### src/rtl/lock_pkg.sv
// Shared types and width helpers for the digital lock controller.
package lock_pkg;

   typedef enum logic [1:0] {
      LOCKED   = 2'd0,
      ENTRY    = 2'd1,
      UNLOCKED = 2'd2,
      LOCKOUT  = 2'd3
   } lock_state_t;

   localparam int DEF_CODE_W         = 4;
   localparam int DEF_MAX_FAILS      = 3;
   localparam int DEF_UNLOCK_CYCLES  = 16;
   localparam int DEF_LOCKOUT_CYCLES = 64;
   localparam int DEF_TIMEOUT_CYCLES = 32;

   // Bits needed to hold the values 0..n-1, never less than one bit.
   function automatic int bits_for(input int n);
      return (n <= 2) ? 1 : $clog2(n);
   endfunction

   function automatic int max3(input int a, input int b, input int c);
      int m;
      m = (a > b) ? a : b;
      return (m > c) ? m : c;
   endfunction

   localparam int TIMER_W = bits_for(max3(DEF_UNLOCK_CYCLES, DEF_LOCKOUT_CYCLES,
                                          DEF_TIMEOUT_CYCLES));
   localparam int FAIL_W  = bits_for(DEF_MAX_FAILS + 1);

endpackage

### src/rtl/lock_timer.sv
// Loadable down-counter shared by the entry timeout, unlock hold and lockout phases.
// The load value is the cycle count minus one, so expire rises on the last cycle of the interval.
module lock_timer #(
   parameter int W = 6
) (
   input  logic         clk,
   input  logic         rst,
   input  logic         load,
   input  logic [W-1:0] value,
   output logic         expire
);

   logic [W-1:0] count;

   always_ff @(posedge clk or negedge rst) begin
      if (!rst) begin
         count <= '0;
      end else if (load) begin
         count <= value;
      end else if (count != '0) begin
         count <= count - 1'b1;
      end
   end

   assign expire = (count == '0);

endmodule

### src/rtl/lock_controller.sv
// Digital lock sequencer: serial code entry, compare, fail counting, lockout and
// timed unlock with code reprogramming while open.
module lock_controller
   import lock_pkg::*;
#(
   parameter int                CODE_W         = DEF_CODE_W,
   parameter logic [CODE_W-1:0] DEFAULT_CODE   = 4'b1011,
   parameter int                MAX_FAILS      = DEF_MAX_FAILS,
   parameter int                UNLOCK_CYCLES  = DEF_UNLOCK_CYCLES,
   parameter int                LOCKOUT_CYCLES = DEF_LOCKOUT_CYCLES,
   parameter int                TIMEOUT_CYCLES = DEF_TIMEOUT_CYCLES
) (
   input  logic                                clk,
   input  logic                                rst,
   input  logic                                bit_valid,
   input  logic                                bit_in,
   input  logic                                clear,
   input  logic                                prog_valid,
   input  logic [CODE_W-1:0]                   prog_code,
   output logic                                unlocked,
   output logic                                alarm,
   output logic                                match,
   output logic                                mismatch,
   output logic [bits_for(MAX_FAILS+1)-1:0]    fail_cnt
);

   localparam int TMR_W  = bits_for(max3(UNLOCK_CYCLES, LOCKOUT_CYCLES, TIMEOUT_CYCLES));
   localparam int FCNT_W = bits_for(MAX_FAILS + 1);
   localparam int BCNT_W = bits_for(CODE_W);

   localparam logic [TMR_W-1:0]  UNLOCK_LD  = TMR_W'(UNLOCK_CYCLES - 1);
   localparam logic [TMR_W-1:0]  LOCKOUT_LD = TMR_W'(LOCKOUT_CYCLES - 1);
   localparam logic [TMR_W-1:0]  TIMEOUT_LD = TMR_W'(TIMEOUT_CYCLES - 1);
   localparam logic [BCNT_W-1:0] LAST_BIT   = BCNT_W'(CODE_W - 1);
   localparam logic [FCNT_W-1:0] FAIL_LIMIT = FCNT_W'(MAX_FAILS);

   lock_state_t        state_q, state_d;
   logic [CODE_W-1:0]  shreg;
   logic [CODE_W-1:0]  code_reg;
   logic [CODE_W-1:0]  entered;
   logic [BCNT_W-1:0]  bit_cnt;
   logic [FCNT_W-1:0]  fails_next;
   logic               last_bit;
   logic               resolve;
   logic               shift_en;
   logic               set_match;
   logic               set_mismatch;
   logic               fails_clr;
   logic               prog_we;
   logic               timer_load;
   logic [TMR_W-1:0]   timer_val;
   logic               timer_expire;

   lock_timer #(
      .W (TMR_W)
   ) u_timer (
      .clk    (clk),
      .rst    (rst),
      .load   (timer_load),
      .value  (timer_val),
      .expire (timer_expire)
   );

   // bit_cnt is zero outside ENTRY, so a one-bit code completes straight from LOCKED.
   assign entered    = CODE_W'({shreg, bit_in});
   assign last_bit   = (bit_cnt == LAST_BIT);
   assign fails_next = fail_cnt + 1'b1;
   assign prog_we    = (state_q == UNLOCKED) && prog_valid;

   always_ff @(posedge clk or negedge rst) begin
      if (!rst) begin
         state_q <= LOCKED;
      end else begin
         state_q <= state_d;
      end
   end

   always_comb begin
      state_d      = state_q;
      resolve      = 1'b0;
      shift_en     = 1'b0;
      set_match    = 1'b0;
      set_mismatch = 1'b0;
      fails_clr    = 1'b0;
      timer_load   = 1'b0;
      timer_val    = '0;

      case (state_q)
         LOCKED: begin
            if (bit_valid) begin
               if (last_bit) begin
                  resolve = 1'b1;
               end else begin
                  state_d    = ENTRY;
                  shift_en   = 1'b1;
                  timer_load = 1'b1;
                  timer_val  = TIMEOUT_LD;
               end
            end
         end
         ENTRY: begin
            if (clear) begin
               state_d = LOCKED;
            end else if (bit_valid) begin
               if (last_bit) begin
                  resolve = 1'b1;
               end else begin
                  shift_en   = 1'b1;
                  timer_load = 1'b1;
                  timer_val  = TIMEOUT_LD;
               end
            end else if (timer_expire) begin
               state_d = LOCKED;
            end
         end
         UNLOCKED: begin
            if (clear) begin
               state_d = LOCKED;
            end else if (prog_valid) begin
               timer_load = 1'b1;
               timer_val  = UNLOCK_LD;
            end else if (timer_expire) begin
               state_d = LOCKED;
            end
         end
         LOCKOUT: begin
            if (timer_expire) begin
               state_d   = LOCKED;
               fails_clr = 1'b1;
            end
         end
         default: begin
            state_d = LOCKED;
         end
      endcase

      // A completed entry is judged against the full code including the bit arriving now.
      if (resolve) begin
         if (entered == code_reg) begin
            state_d    = UNLOCKED;
            set_match  = 1'b1;
            fails_clr  = 1'b1;
            timer_load = 1'b1;
            timer_val  = UNLOCK_LD;
         end else begin
            set_mismatch = 1'b1;
            if (fails_next == FAIL_LIMIT) begin
               state_d    = LOCKOUT;
               timer_load = 1'b1;
               timer_val  = LOCKOUT_LD;
            end else begin
               state_d = LOCKED;
            end
         end
      end
   end

   always_comb begin
      unlocked = (state_q == UNLOCKED);
      alarm    = (state_q == LOCKOUT);
   end

   // Partial codes are wiped whenever the FSM leaves ENTRY for any reason.
   always_ff @(posedge clk or negedge rst) begin
      if (!rst) begin
         shreg   <= '0;
         bit_cnt <= '0;
      end else if (shift_en) begin
         shreg   <= entered;
         bit_cnt <= bit_cnt + 1'b1;
      end else if (state_d != ENTRY) begin
         shreg   <= '0;
         bit_cnt <= '0;
      end
   end

   always_ff @(posedge clk or negedge rst) begin
      if (!rst) begin
         fail_cnt <= '0;
         match    <= 1'b0;
         mismatch <= 1'b0;
      end else begin
         match    <= set_match;
         mismatch <= set_mismatch;
         if (fails_clr) begin
            fail_cnt <= '0;
         end else if (set_mismatch) begin
            fail_cnt <= fails_next;
         end
      end
   end

   always_ff @(posedge clk or negedge rst) begin
      if (!rst) begin
         code_reg <= DEFAULT_CODE;
      end else if (prog_we) begin
         code_reg <= prog_code;
      end
   end

endmodule
### config.mk
export PLATFORM = sky130hd
export DESIGN_NAME = lock_controller
export DESIGN_NICKNAME = d
export VERILOG_FILES = /design/src/rtl/lock_pkg.sv /design/src/rtl/lock_timer.sv /design/src/rtl/lock_controller.sv
export SDC_FILE = /design/constraint.sdc
export NUM_CORES = 1
export LEC_CHECK = 0
export CORE_ASPECT_RATIO = 2
export CORE_MARGIN = 2
export CORE_UTILIZATION = 34
export DETAILED_ROUTE_END_ITERATION = 10
export GPL_ROUTABILITY_DRIVEN = 0
export SYNTH_ARGS = -nofsm -noshare
export SYNTH_HDL_FRONTEND = slang
export SYNTH_SLANG_ARGS = --single-unit
### constraint.sdc
create_clock -name clk -period 1.7 [get_ports clk]
set_clock_uncertainty 0.1 [all_clocks]
set_input_delay 0.255 -clock clk [delete_from_list [all_inputs] [get_ports clk]]
set_output_delay 0.255 -clock clk [all_outputs]
set_load 0.02 [all_outputs]
==> results of run 1 <==
[worst max-delay path by stage]
stage                      startpoint  depth (start not counted)  slack [ns]          to
after floorplan           code_reg[3]                          4       -0.18  bit_cnt[1]
after global placement         bit_in                          5       -0.35    shreg[0]
after detailed placement       bit_in                          5       -0.40    shreg[1]
after CTS                 code_reg[0]                          4       -0.21    shreg[1]
after global routing      code_reg[0]                          5       -0.26  bit_cnt[1]
final                     code_reg[0]                          5       -0.22  bit_cnt[1]
[critical path: cells and delay by family (launching register included)]
kind            cells  cell delay, ns
compound gates      2            0.34
buf+inv             1            0.17
xor+xnor            1            0.07
flops               1            0.56
simple gates        1            0.56
[stage by stage]
stage	hold slack (ns)	utilization	setup TNS (ns)
after floorplan	-0.141	-	-1.04
after global placement	0.369	0.489	-4.02
after detailed placement	0.379	0.489	-4.32
after CTS	0.231	0.516	-1.45
after global routing	0.220	0.555	-1.98
final	0.195	0.555	-1.55
[logic make-up (layout without fill, tap and decap cells)]
logic type      count (synthesis)  after routing  synth area share
simple gates                   46             46             0.210
compound gates                 23             23             0.170
flops                          21             21             0.462
buf+inv                        12             62            0.0393
xor+xnor                        5              5            0.0382
mux                             5              5            0.0480
fa+ha+maj                       3              3            0.0328
[cells in the mapped netlist (all sizes together)]
library cell / n
and4b: 1
or2: 1
o31a: 1
o221a: 1
a21oi: 3
or4: 1
o31ai: 4
o22ai: 1
clkbuf: 2
or3: 3
inv: 10
and2: 1
nand4: 1
nor2b: 3
nand2: 10
a311oi: 2
xnor2: 1
and3: 1
nand2b: 3
nand3: 4
dfrtp: 18
nor3: 2
and4: 1
o41ai: 1
o21ai: 3
nand3b: 1
a211oi: 4
ha: 3
xor2: 4
dfstp: 3
o211ai: 1
mux2: 4
nor4: 2
mux2i: 1
nor2: 11
o41a: 1
o311ai: 1
[power by group]
group	internal, W	total (W)	switching [W]
Combinational	0.000556	0.00110	0.000543
Sequential	0.000649	0.000754	0.000105
Clock	0.000164	0.000339	0.000175
Total	0.00137	0.00219	0.000823
[routing by layer]
metal  vias to the layer above  GRT usage  wire (µm)
met4                         0      0.118        131
met5                         -          0          0
met1                       527      0.178       1050
li1                        512          -          -
met2                        23      0.321       1890
met3                        11     0.0463         97
[timing repair]
action	in CTS	in global routing
gates resized for setup	11	23
pin swaps	9	9
buffers inserted	0	3
endpoints found under the setup margin	19	17
[final cells by class]
| cell class | count | area (µm²) |
|---|---|---|
| inverters | 10 | 37.5 |
| flip-flops and latches | 21 | 529 |
| repair buffers | 48 | 414 |
| clock inverters | 1 | 5.00 |
| well taps | 31 | 38.8 |
| fillers | 297 | 1420 |
| multi-input cells | 82 | 706 |
| clock buffers | 3 | 41.3 |
==> reports/metrics.csv, run 1 <==
metric,value,unit
die_w,45.1,µm
worstHoldEndpoint,shreg[0],
vdd_ir_drop_max,0.000979,V
reg2reg_from,code_reg[0],
syn_to_final_growth,54.6,%
start_util,0.359,
p_per_area,1240,mW/mm²
die_h,86.1,µm
grt_use_total,0.183,
ant_nets,0,
synth_area_leaders,"dfrtp_1, dfstp_2, mux2_2, nor2_1, ha_1",
path_class,reg2reg,
finalPower,0.00219,W
rr_worst_depth,5,
antenna_found_initial,0,
max_stage_delay,0.56,ns
vias,1073,
hold_class,in2reg,
grt_pass1_vias,1172,
dp_hpwl,2.26,mm
fin_nets,179,
grt_pass1_wl,5.15,mm
stdcell_area,0.00177,mm²
syn_nets,128,
drv_cap,0,
clk_pin_slew_worst_paths,0.08,ns
io_buffers,15,
rsz0062_at_grt,yes,
period_share,1.13,
drt_iter0_drc,25,
hp-start,bit_in,
holdBufCountCts,0,
holdPathStages,3,
finalHoldViolations,0,
max_freq,520,MHz
period_minus_slack,1.92,ns
layout.cells.non_filler,196,
drc,0,
ios,16,
core_area,0.00319,mm²
crit_required,1.75,ns
mostFrequentLayoutCell,buf_4,
largest_reg_flops,6,
syn_area,0.00115,mm²
drive_gt1_frac,0.406,
worstPathCellList,"xor2_2, or4_4, a311oi_4, buf_6, o31ai_1",
ys_seq_area_frac,0.462,
synthCells,115,
setup-violations-final,10,
synth.largest_area_cell,dfrtp_1,
worst_slew_pin_slew,0.336,ns
p_leak,0.806,nW
worst_slack,-0.223,ns
numCtsBuffers,3,
violations,negative setup slack,
cts_tree,built,
crit_path_end_kind,flip-flop,
clockRootBuffer,clkbuf_8,
post-place-ws,-0.396,ns
wl_per_cell,16.2,µm
cp.arrival,1.98,ns
cp_max_fo,6,
first_pass_iters,4,
maxSlewHeadroom,0.774,
place_inst,190,
dpl_cell_area,0.00156,mm²
synth_top_area_frac,0.393,
gr-total-overflow,0,
final_cell_mix,"buf_4, dfrtp_1, inv_1, clkdlybuf4s50_1",
avgSynthCellArea,9.97,µm²
via_per_inst,5.47,
slowest_stage,dfstp_2,
clock_path_buffers,2,
ff2ff_setup_slack,-0.22,ns
report.final.slew_viol_count,0,
insertion_delay,0.27,ns
r2r_end,bit_cnt[1],
antenna_cells,0,
grt_max_degree,22,
yosys_warnings,0,
startpoint_type,flip-flop,
dieArea,0.00388,mm²
clkSinkCount,21,
ys_types,39,
finalWirelength,3.17,mm
ys_ff_latch,21,
status,"finished, violations left",
rows,29,
htree_levels,1,
Power figures use the tool's default switching activity.
==> run 2, diff against run 1 <==
Settings changed: CORE_ASPECT_RATIO 2 to not set, CORE_UTILIZATION 34 to 48, PLACE_DENSITY set to 0.74.
==> reports/metrics.csv, run 2 (synthesized netlist as in run 1, its figures left out) <==
metric,value,unit,change
clockRootBuffer,clkbuf_4,,
ios,16,,unchanged
clkSinkCount,21,,unchanged
status,"finished, violations left",,
startpoint_type,flip-flop,,
grt_pass1_wl,5.00,mm,-2.9%
period_share,1.12,,-0.0134
n_fill_cell,150,,-49%
via_per_inst,5.78,,+5.6%
worst_slack,-0.201,ns,+0.0227 ns
first_pass_iters,4,,unchanged
cp.arrival,2.01,ns,+0.03 ns
period_minus_slack,1.90,ns,-0.0227 ns
maxSlewHeadroom,0.740,,-0.0342
report.final.slew_viol_count,0,,unchanged
largest_reg_flops,6,,unchanged
grt_pass1_vias,1059,,-9.6%
grt_use_total,0.247,,+0.0640
rows,17,,-41%
finalPower,0.00218,W,-0.65%
syn_to_final_growth,49.9,%,
vias,1081,,+0.75%
finalWirelength,3.16,mm,-0.47%
fin_nets,173,,-3.4%
dp_hpwl,2.00,mm,-11%
worst_slew_pin_slew,0.387,ns,+0.0509 ns
finalCoreUtilization,0.769,,+0.214
io_buffers,15,,unchanged
wl_per_cell,16.9,µm,+4.3%
setup-violations-final,14,,+4
crit_required,1.81,ns,+0.06 ns
start_util,0.513,,+0.154
cts_tree,built,,
htree_levels,1,,unchanged
clock_path_buffers,2,,unchanged
p_leak,0.759,nW,-5.8%
seq_area,531,µm²,+0.24%
violations,negative setup slack,,
rsz0062_at_grt,yes,,
mostFrequentLayoutCell,buf_4,,
antenna_cells,0,,unchanged
p_per_area,1270,mW/mm²,+2.5%
ant_nets,0,,unchanged
clk_pin_slew_worst_paths,0.13,ns,+0.05 ns
insertion_delay,0.31,ns,+0.04 ns
drc,0,,unchanged
cp_max_fo,6,,unchanged
worstPathCellList,"xor2_2, or4_4, a311oi_4, buf_6, o31ai_1",,
drv_cap,0,,unchanged
core_area,0.00223,mm²,-30%
drt_iter0_drc,26,,+4.0%
final_cell_mix,"buf_4, dfrtp_1, clkdlybuf4s50_1",,
hold_slack,0.169,ns,-0.0258 ns
path_class,reg2reg,,
gr-total-overflow,0,,unchanged
multi_input_area,712,µm²,+0.89%
holdBufCountCts,0,,unchanged
max_stage_delay,0.58,ns,+0.02 ns
dieArea,0.00279,mm²,-28%
slowest_stage,dfstp_2,,
die_h,52.9,µm,-39%
die_w,52.9,µm,+17%
post-place-ws,-0.412,ns,-0.0155 ns
crit_path_end_kind,flip-flop,,
hold_class,in2async,,
numCtsBuffers,3,,unchanged
grt_max_degree,22,,unchanged
finalHoldViolations,0,,unchanged
drive_gt1_frac,0.403,,-0.00354
vdd_ir_drop_max,0.00102,V,+3.9%
max_freq,526,MHz,+1.2%
antenna_found_initial,0,,unchanged
==> run 2: path summary, 6_finish.rpt <==
path	startpoint	end	slack, ns	cells past startpoint
min in group clk	bit_cnt[0]	bit_cnt[0]	0.41	1
max in group asynchronous	rst	code_reg[0]	1.05	2
min reg2reg	bit_cnt[0]	bit_cnt[0]	0.41	1
max reg2reg	code_reg[0]	shreg[2]	-0.20	5
min	rst	u_timer.count[0]	0.17	2
max	code_reg[0]	shreg[2]	-0.20	5
==> run 2: what timing repair did <==
item | 4_1_cts | 5_1_grt
gates resized for setup | 20 | 18
pin swaps | 8 | 10
endpoints found under the setup margin | 18 | 20
setup buffers | 2 | 2
==> run 2: where the power goes <==
group          switching [W]  internal (W)
combinational       0.000571      0.000572
clock               0.000170     0.0000878
sequential          0.000127      0.000650
==> run 2: cell type report <==
cell class                      count  share of cell area
Inverter                           10              0.0218
Tap cell                           28              0.0204
Multi-Input combinational cell     82               0.414
Clock inverter                      1             0.00291
Sequential cell                    21               0.309
Clock buffer                        3              0.0131
Timing Repair Buffer               42               0.218
==> run 2: per-stage QoR <==
step                cell area, µm²  instances  TNS, ns
global placement              1500        180    -4.05
floorplan                     1150        115    -1.04
global route                  1720        187    -2.51
finish                        1720        187    -1.85
CTS                           1630        186    -1.48
detailed placement            1500        180    -4.61
==> run 2: layer usage <==
| layer | GRT usage | vias up | part of all wire |
|---|---|---|---|
| met5 | 0 | - | 0 |
| met4 | 0.0598 | 0 | 0.017 |
| met3 | 0.0339 | 8 | 0.035 |
| met2 | 0.433 | 31 | 0.53 |
| met1 | 0.322 | 538 | 0.42 |
| li1 | - | 504 | - |
==> run 2: critical path: cells and delay by family, from the launching register on <==
family,cells,cell delay [ns]
flip-flops,1,0.58
AND/OR/NAND/NOR,1,0.57
AO/OA/AOI/OAI,2,0.31
buffers and inverters,1,0.17
XOR/XNOR,1,0.07
==> run 3, diff against run 2 <==
Settings changed: SKIP_LAST_GASP set to 1.
==> reports/metrics.csv, run 3 (synthesized netlist as in run 1, its figures left out) <==
metric,value,unit,change
ant_nets,0,,unchanged
startpoint_type,flip-flop,,
dieArea,0.00279,mm²,unchanged
final_cell_mix,"buf_4, dfrtp_1, clkdlybuf4s50_1",,
grt_pass1_vias,1059,,unchanged
drc,0,,unchanged
clk_pin_slew_worst_paths,0.13,ns,about the same
cp.arrival,2.01,ns,about the same
crit_required,1.81,ns,about the same
worst_slack,-0.204,ns,-0.00334 ns
period_share,1.12,,+0.00196
p_leak,0.765,nW,+0.80%
io_buffers,15,,unchanged
crit_path_end_kind,flip-flop,,
clock_path_buffers,2,,unchanged
p_per_area,1280,mW/mm²,+0.63%
grt_pass1_wl,5.00,mm,unchanged
r2r_end,shreg[2],,
drive_gt1_frac,0.406,,+0.00373
first_pass_iters,4,,unchanged
start_util,0.513,,unchanged
finalWirelength,3.16,mm,+0.19%
antenna_found_initial,0,,unchanged
hold_class,in2async,,
worst_slew_pin_slew,0.386,ns,-0.000332 ns
ios,16,,unchanged
syn_to_final_growth,51.0,%,
core_area,0.00223,mm²,unchanged
rsz0062_at_grt,yes,,
finalPower,0.00221,W,+1.4%
path_class,reg2reg,,
dpl_cell_area,0.00150,mm²,unchanged
endpoint,shreg[2],,
clkSinkCount,21,,unchanged
report.final.slew_viol_count,0,,unchanged
clockRootBuffer,clkbuf_4,,
gr-total-overflow,0,,unchanged
status,"finished, violations left",,
max_freq,525,MHz,-0.18%
rows,17,,unchanged
n_fill_cell,150,,unchanged
ff2ff_setup_slack,-0.20,ns,about the same
insertion_delay,0.31,ns,about the same
violations,negative setup slack,,
reg2reg_from,code_reg[0],,
cp_max_fo,6,,unchanged
finalHoldViolations,0,,unchanged
rr_worst_depth,5,,unchanged
drv_cap,0,,unchanged
fin_nets,174,,+0.58%
antenna_cells,0,,unchanged
setup-violations-final,11,,-3
via_per_inst,5.78,,about the same
cts_tree,built,,
dp_hpwl,2.00,mm,unchanged
largest_reg_flops,6,,unchanged
drt_iter0_drc,28,,+7.7%
multi_input_area,717,µm²,+0.70%
htree_levels,1,,unchanged
period_minus_slack,1.90,ns,+0.00334 ns
vdd_ir_drop_max,0.00102,V,+0.23%
wl_per_cell,16.8,µm,-0.34%
vias,1086,,+0.46%
die_h,52.9,µm,unchanged
die_w,52.9,µm,unchanged
grt_max_degree,22,,unchanged
cp-startpoint,code_reg[0],,
stdcell_area,0.00173,mm²,+0.73%
mostFrequentLayoutCell,buf_4,,
numCtsBuffers,3,,unchanged
seq_area,531,µm²,unchanged
maxSlewHeadroom,0.740,,about the same
grt_use_total,0.247,,unchanged
[run 3: changes by cell type in the layout (fill, tap and decap cells not counted)]
| cell | change |
|---|---|
| a21oi_1 | +1 |
| a21oi_2 | -1 |
| buf_4 | +1 |
| nor2b_2 | -1 |
| nor2b_4 | +1 |
| o21ai_0 | -1 |
| o21ai_2 | +1 |
[run 3: how the worst min path moves through the flow]
stage          startpoint               end  slack, ns  cells after the start
2_1_floorplan         rst        bit_cnt[0]      -0.14                      0
3_3_place_gp   bit_cnt[0]        bit_cnt[0]       0.37                      1
3_5_place_dp   bit_cnt[0]        bit_cnt[0]       0.38                      1
4_1_cts               rst  u_timer.count[5]       0.18                      2
5_1_grt               rst  u_timer.count[5]       0.20                      2
6_report              rst  u_timer.count[0]       0.17                      2
[run 3: cell type report]
type / count / share of cell area
well taps: 28 / 0.0202
flip-flops and latches: 21 / 0.307
inverters: 10 / 0.0217
repair buffers: 43 / 0.221
clock inverters: 1 / 0.00289
clock buffers: 3 / 0.0130
multi-input cells: 82 / 0.414
[run 3: where the power goes]
group	total (W)	switching [W]	internal, W
registers	0.000777	0.000128	0.000650
clock network	0.000258	0.000170	0.0000878
logic	0.00117	0.000588	0.000585
[run 3: critical path: stages (launching register included)]
cell and delay (ns):
dfstp_2 0.58, xor2_2 0.07, or4_4 0.57, a311oi_4 0.23, buf_6 0.18, o31ai_1 0.08
[run 3: timing repair]
| action | in CTS | in global routing |
|---|---|---|
| hold buffers | 0 | 0 |
| buffers inserted | 2 | 3 |
| endpoints found under the setup margin | 18 | 20 |
| cloned | 0 | 0 |
| pin swaps | 7 | 10 |
| resized for setup | 20 | 20 |
[run 3: layer usage]
| layer | wire length (µm) | global-route usage | vias up | share of wire |
|---|---|---|---|---|
| li1 | - | - | 505 | - |
| met1 | 1320 | 0.322 | 553 | 0.42 |
| met2 | 1710 | 0.433 | 24 | 0.54 |
| met3 | 103 | 0.0339 | 4 | 0.033 |
| met4 | 27 | 0.0598 | 0 | 0.0085 |
| met5 | 0 | 0 | - | 0 |
[run 3: stage by stage]
stage	worst slack, ns	hold slack (ns)	TNS (ns)	util	instances
final	-0.204	0.166	-1.78	0.775	188
after global routing	-0.243	0.205	-2.25	0.775	188
after CTS	-0.195	0.175	-1.48	0.730	186
after detailed placement	-0.412	0.380	-4.61	0.673	180
after global placement	-0.350	0.370	-4.05	0.673	180
after floorplan	-0.181	-0.141	-1.04	-	115
==> variant 1: new RTL, settings of run 1 <==
Encoding of `lock_state_t`: now one-hot (4 bits for 4 states).
--- a/src/rtl/lock_pkg.sv
+++ b/src/rtl/lock_pkg.sv
@@ -1,11 +1,11 @@
 // Shared types and width helpers for the digital lock controller.
 package lock_pkg;
 
-   typedef enum logic [1:0] {
-      LOCKED   = 2'd0,
-      ENTRY    = 2'd1,
-      UNLOCKED = 2'd2,
-      LOCKOUT  = 2'd3
+   typedef enum logic [3:0] {
+      LOCKED   = 4'b0001,
+      ENTRY    = 4'b0010,
+      UNLOCKED = 4'b0100,
+      LOCKOUT  = 4'b1000
    } lock_state_t;
 
    localparam int DEF_CODE_W         = 4;
Check against the original RTL: no difference found for any inputs over 10 cycles, from zero or initial values and one cycle with rst low; not proved beyond that.
==> variant 1 against run 1 <==
- area after synthesis rose by 14%
- worst setup slack improved by 230 ps
- sequential cell count rose by 2
- power fell by 12%
- wire length fell by 5.3%
- cell area rose by 4.5%
- fmax rose by 14%
- first-iteration DRC count fell by 64%
==> variant 1: results (changes against run 1) <==
* Status: complete, no violations
* VDD IR max at 0.668 mV (-32%)
* Post-synthesis adder-cell area fraction at 0.0384 (+0.00567)
* Ys async rst share at 1.00 (unchanged)
* Seq/Total Area, Yosys at 0.446 (-0.0161)
* H-tree Lvls at 1 (unchanged)
* Slew headroom at 0.772 (-0.00252)
* Synth cell count leaders: dfrtp_1, nand2_1, nor2_1
* Post-synthesis mux area share at 0.0432 (-0.00481)
* Initial antenna violation count at 0 (unchanged)
* Syn_nets at 134 (+4.7%)
* Top cells by area, synth: dfrtp_1, dfstp_2, xnor2_1
* First-pass GRT wire length at 4950 um (-3.9%)
* Nets at 183 (+2.2%)
* WL met1 at 1080 um (+2.8%)
* Min-delay worst type: in2async
* Compound-gate portion of the synthesized area at 0.147 (-0.0233)
* Setup CP Type: reg2reg
* Worst-path fanout max at 7 (+1)
* Routing usage on met3 at 0.0139 (-0.0324)
* CTS buffer count at 3 (unchanged)
* Worst path top cell family by delay: simple AND/OR/NAND/NOR gates
* Bufs on Longest Clock Path at 2 (unchanged)
* Post-CTS resize count at 11 (unchanged)
* Met2 wire length at 1790 um (-5.3%)
* Port bufs at 15 (unchanged)
* Dpl ws at -163 ps (+233 ps)
* Setup-failing EPs final at 0 (-10)
* Placed wire-length estimate at 2340 um (+3.7%)
* Total GRT Usage at 0.149 (-0.0340)
* Synth Area in XOR/XNOR at 0.0538 (+0.0156)
* Ant diodes at 0 (unchanged)
* CP max stage cell: dfrtp_2
* Layout cells sized above 1 at 0.405 (-0.00130)
* Max stage delay on crit path at 420 ps (-140 ps)
* Setup WS post-layout at 6.62 ps (+230 ps)
* Comb power frac at 0.436 (-0.065)
* Via count at 1095 (+2.1%)
* LEAKAGE at 0.000809 uW (+0.38%)
* Reg clk slew, reported paths at 80 ps (about the same)
* Reg2reg end: u_timer.count[5]
* Synth warnings at 0 (unchanged)
* Max reg flops at 6 (unchanged)
* Post-DR wirelength/cell at 13.8 um (-14%)
* Global Route met2 Usage at 0.264 (-0.0563)
* Violation count after the first detailed-route iteration at 9 (-64%)
* CP Data Arrival Time at 1780 ps (-200 ps)
* Sw frac at 0.334 (-0.0414)
* Register-to-Register Path Depth at 6 (+1)
* Largest net degree at the start of global routing at 24 (+9.1%)
* Setup Buffers After CTS at 1 (+1)
* Vias in the first global route at 1175 (+0.26%)
* RR Startpoint: state_q[1]
* Cell Int Power at 1280 uW (-6.2%)
* Clk root buf: clkbuf_8
* Met3 WL at 51 um (-47%)
* Global routing usage on met1 at 0.170 (-0.00735)
* Post-synthesis cell type count at 37 (-5.1%)
* Seq pwr at 757 uW (about the same)
[variant 1: cell count changes after synthesis, sizes merged, moves of 3 or more]
cell / run 1 / this run
a21oi: 3 / 8
xnor2: 1 / 8
xor2: 4 / 0
a22o: 0 / 4
o31ai: 4 / 1
inv: 10 / 6
or3: 3 / 0
a211oi: 4 / 0
buf: 0 / 4
nand3b: 1 / 5
[variant 1: per-stage QoR]
step	util	instances	TNS [ps]	cell area [um2]	hold slack, ps
6_report	0.508	217	0	1850	232
4_1_cts	0.474	210	-19.4	1730	242
3_3_place_gp	0.459	205	-929	1670	394
5_1_grt	0.508	217	-288	1850	264
2_1_floorplan	-	120	0	1310	-141
3_5_place_dp	0.459	205	-1080	1670	399
[variant 1: layout make-up]
| class | count | area (um2) |
|---|---|---|
| well taps | 49 | 61.3 |
| repair buffers | 48 | 403 |
| inverters | 6 | 22.5 |
| clock inverters | 1 | 5.00 |
| fillers | 338 | 1790 |
| multi-input cells | 87 | 737 |
| flip-flops and latches | 23 | 582 |
| clock buffers | 3 | 41.3 |
==> variant 2: new RTL, settings of run 1 <==
Without the edit above. Set the package constant `DEF_LOCKOUT_CYCLES` to 128 (it was 64).
--- a/src/rtl/lock_pkg.sv
+++ b/src/rtl/lock_pkg.sv
@@ -11,7 +11,7 @@
    localparam int DEF_CODE_W         = 4;
    localparam int DEF_MAX_FAILS      = 3;
    localparam int DEF_UNLOCK_CYCLES  = 16;
-   localparam int DEF_LOCKOUT_CYCLES = 64;
+   localparam int DEF_LOCKOUT_CYCLES = 128;
    localparam int DEF_TIMEOUT_CYCLES = 32;
 
    // Bits needed to hold the values 0..n-1, never less than one bit.
Behaviour: no difference found for any inputs over 10 cycles, from zero or initial values and one cycle with rst low; that may be too few to reach the edited logic, so the function may still have changed.
==> variant 2 against run 1 <==
- cell area fell by 6.6%
- sequential share of layout area rose by 3.7 points
- hold slack improved by 36 ps
- clock power rose by 47%
- wire length fell by 12%
- sequential power rose by 14%
- core utilization fell by 6.5 points
- critical path depth fell by 3
- area after synthesis rose by 4.4%
- synthesized cell count rose by 2.6%
- worst setup slack improved by 280 ps
- power rose by 6.5%
- count of clock-buffer cells in the layout did not move
- sequential cell count rose by 1
==> variant 2: results (changes against run 1) <==
* Status: complete, no violations
* Post-Place Cells at 181 (-4.7%)
* Met3 WL at 59 um (-39%)
* First-pass GRT wire length at 4520 um (-12%)
* Post-DR wirelength/cell at 14.9 um (-8.0%)
* Slew headroom at 0.795 (+0.0206)
* Crit path time final at 1640 ps (-284 ps)
* Worst-path fanout max at 8 (+2)
* Nets at 171 (-4.5%)
* Avg Cell Area, Syn at 10.1 um2 (+1.7%)
* Dpl ws at -253 ps (+144 ps)
* Top cells by area, synth: dfrtp_1, dfstp_2, nand2_1
* Filler cells at 307 (+3.4%)
* CP max stage cell: dfrtp_2
* R2r setup slk at 90 ps (+310 ps)
* WL met1 at 1060 um (+1.0%)
* CP Data Arrival Time at 1280 ps (-700 ps)
* Syn_nets at 132 (+3.1%)
* Placed wire-length estimate at 2170 um (-3.6%)
* Hold WS at 231 ps (+35.8 ps)
* Violation count after the first detailed-route iteration at 38 (+52%)
* Largest net degree at the start of global routing at 23 (+4.5%)
* Bufs on Longest Clock Path at 2 (unchanged)
* Max stage delay on crit path at 440 ps (-120 ps)
* Layout cells sized above 1 at 0.308 (-0.0984)
* Reg2reg end: u_timer.count[4]
* Global Route met2 Usage at 0.269 (-0.0518)
* Vias per cell at 5.44 (-0.60%)
* LEAKAGE at 0.000738 uW (-8.3%)
* Routing usage on met3 at 0.0144 (-0.0319)
* Seq/Total Area, Yosys at 0.463 (+0.00160)
* DP Area at 0.00151 mm2 (-3.3%)
* Global routing usage on met1 at 0.170 (-0.00743)
* Register-to-Register Path Depth at 6 (+1)
* Min-delay worst type: in2async
* RR Startpoint: u_timer.count[0]
* Max reg flops at 7 (+1)
* VDD IR max at 0.894 mV (-8.7%)
* Synth cell count leaders: dfrtp_1, nand2_1, inv_1
* Met2 wire length at 1600 um (-15%)
variant 2: layout make-up:
| class | count | area [um2] | area share |
|---|---|---|---|
| multi-input combinational | 84 | 638 | 0.385 |
| sequential | 22 | 556 | 0.336 |
| timing repair buffer | 37 | 317 | 0.191 |
| clock buffer | 3 | 41.3 | 0.0249 |
| tap | 32 | 40.0 | 0.0242 |
| inverter | 9 | 33.8 | 0.0204 |
| clock inverter | 1 | 30.0 | 0.0181 |
variant 2: cell families after synthesis:
| family | after synthesis | synth area share |
|---|---|---|
| flip-flops | 22 | 0.463 |
| AND/OR/NAND/NOR | 42 | 0.190 |
| XOR/XNOR | 8 | 0.0586 |
| buffers and inverters | 12 | 0.0450 |
| adder cells (fa/ha/maj) | 4 | 0.0418 |
| multiplexers | 4 | 0.0377 |
| AO/OA/AOI/OAI | 26 | 0.163 |
variant 2: timing repair:
action                     4_1_cts  5_1_grt
setup endpoints to repair       11       11
buffers inserted                 0        3
resized for setup                6       10
cloned                           0        0
pin swaps                        0        4
variant 2: worst max-delay path by stage:
stage                      from          endpoint  cells after the start
6_report             state_q[1]          unlocked                      2
3_3_place_gp          bit_valid  u_timer.count[5]                      5
2_1_floorplan  u_timer.count[0]  u_timer.count[4]                      7
4_1_cts              state_q[1]          unlocked                      2
5_1_grt              state_q[0]  u_timer.count[5]                      5
3_5_place_dp          bit_valid  u_timer.count[5]                      5
variant 2: critical path, delay by kind of cell (launching register included):
| family | cells | cell delay (ps) |
|---|---|---|
| and+or+nand+nor | 1 | 240 |
| DFF | 1 | 440 |
| buffers and inverters | 1 | 340 |
variant 2: where the power goes:
part	internal [uW]	switching, uW
logic	504	470
clock network	315	182
registers	711	151
total	1530	804
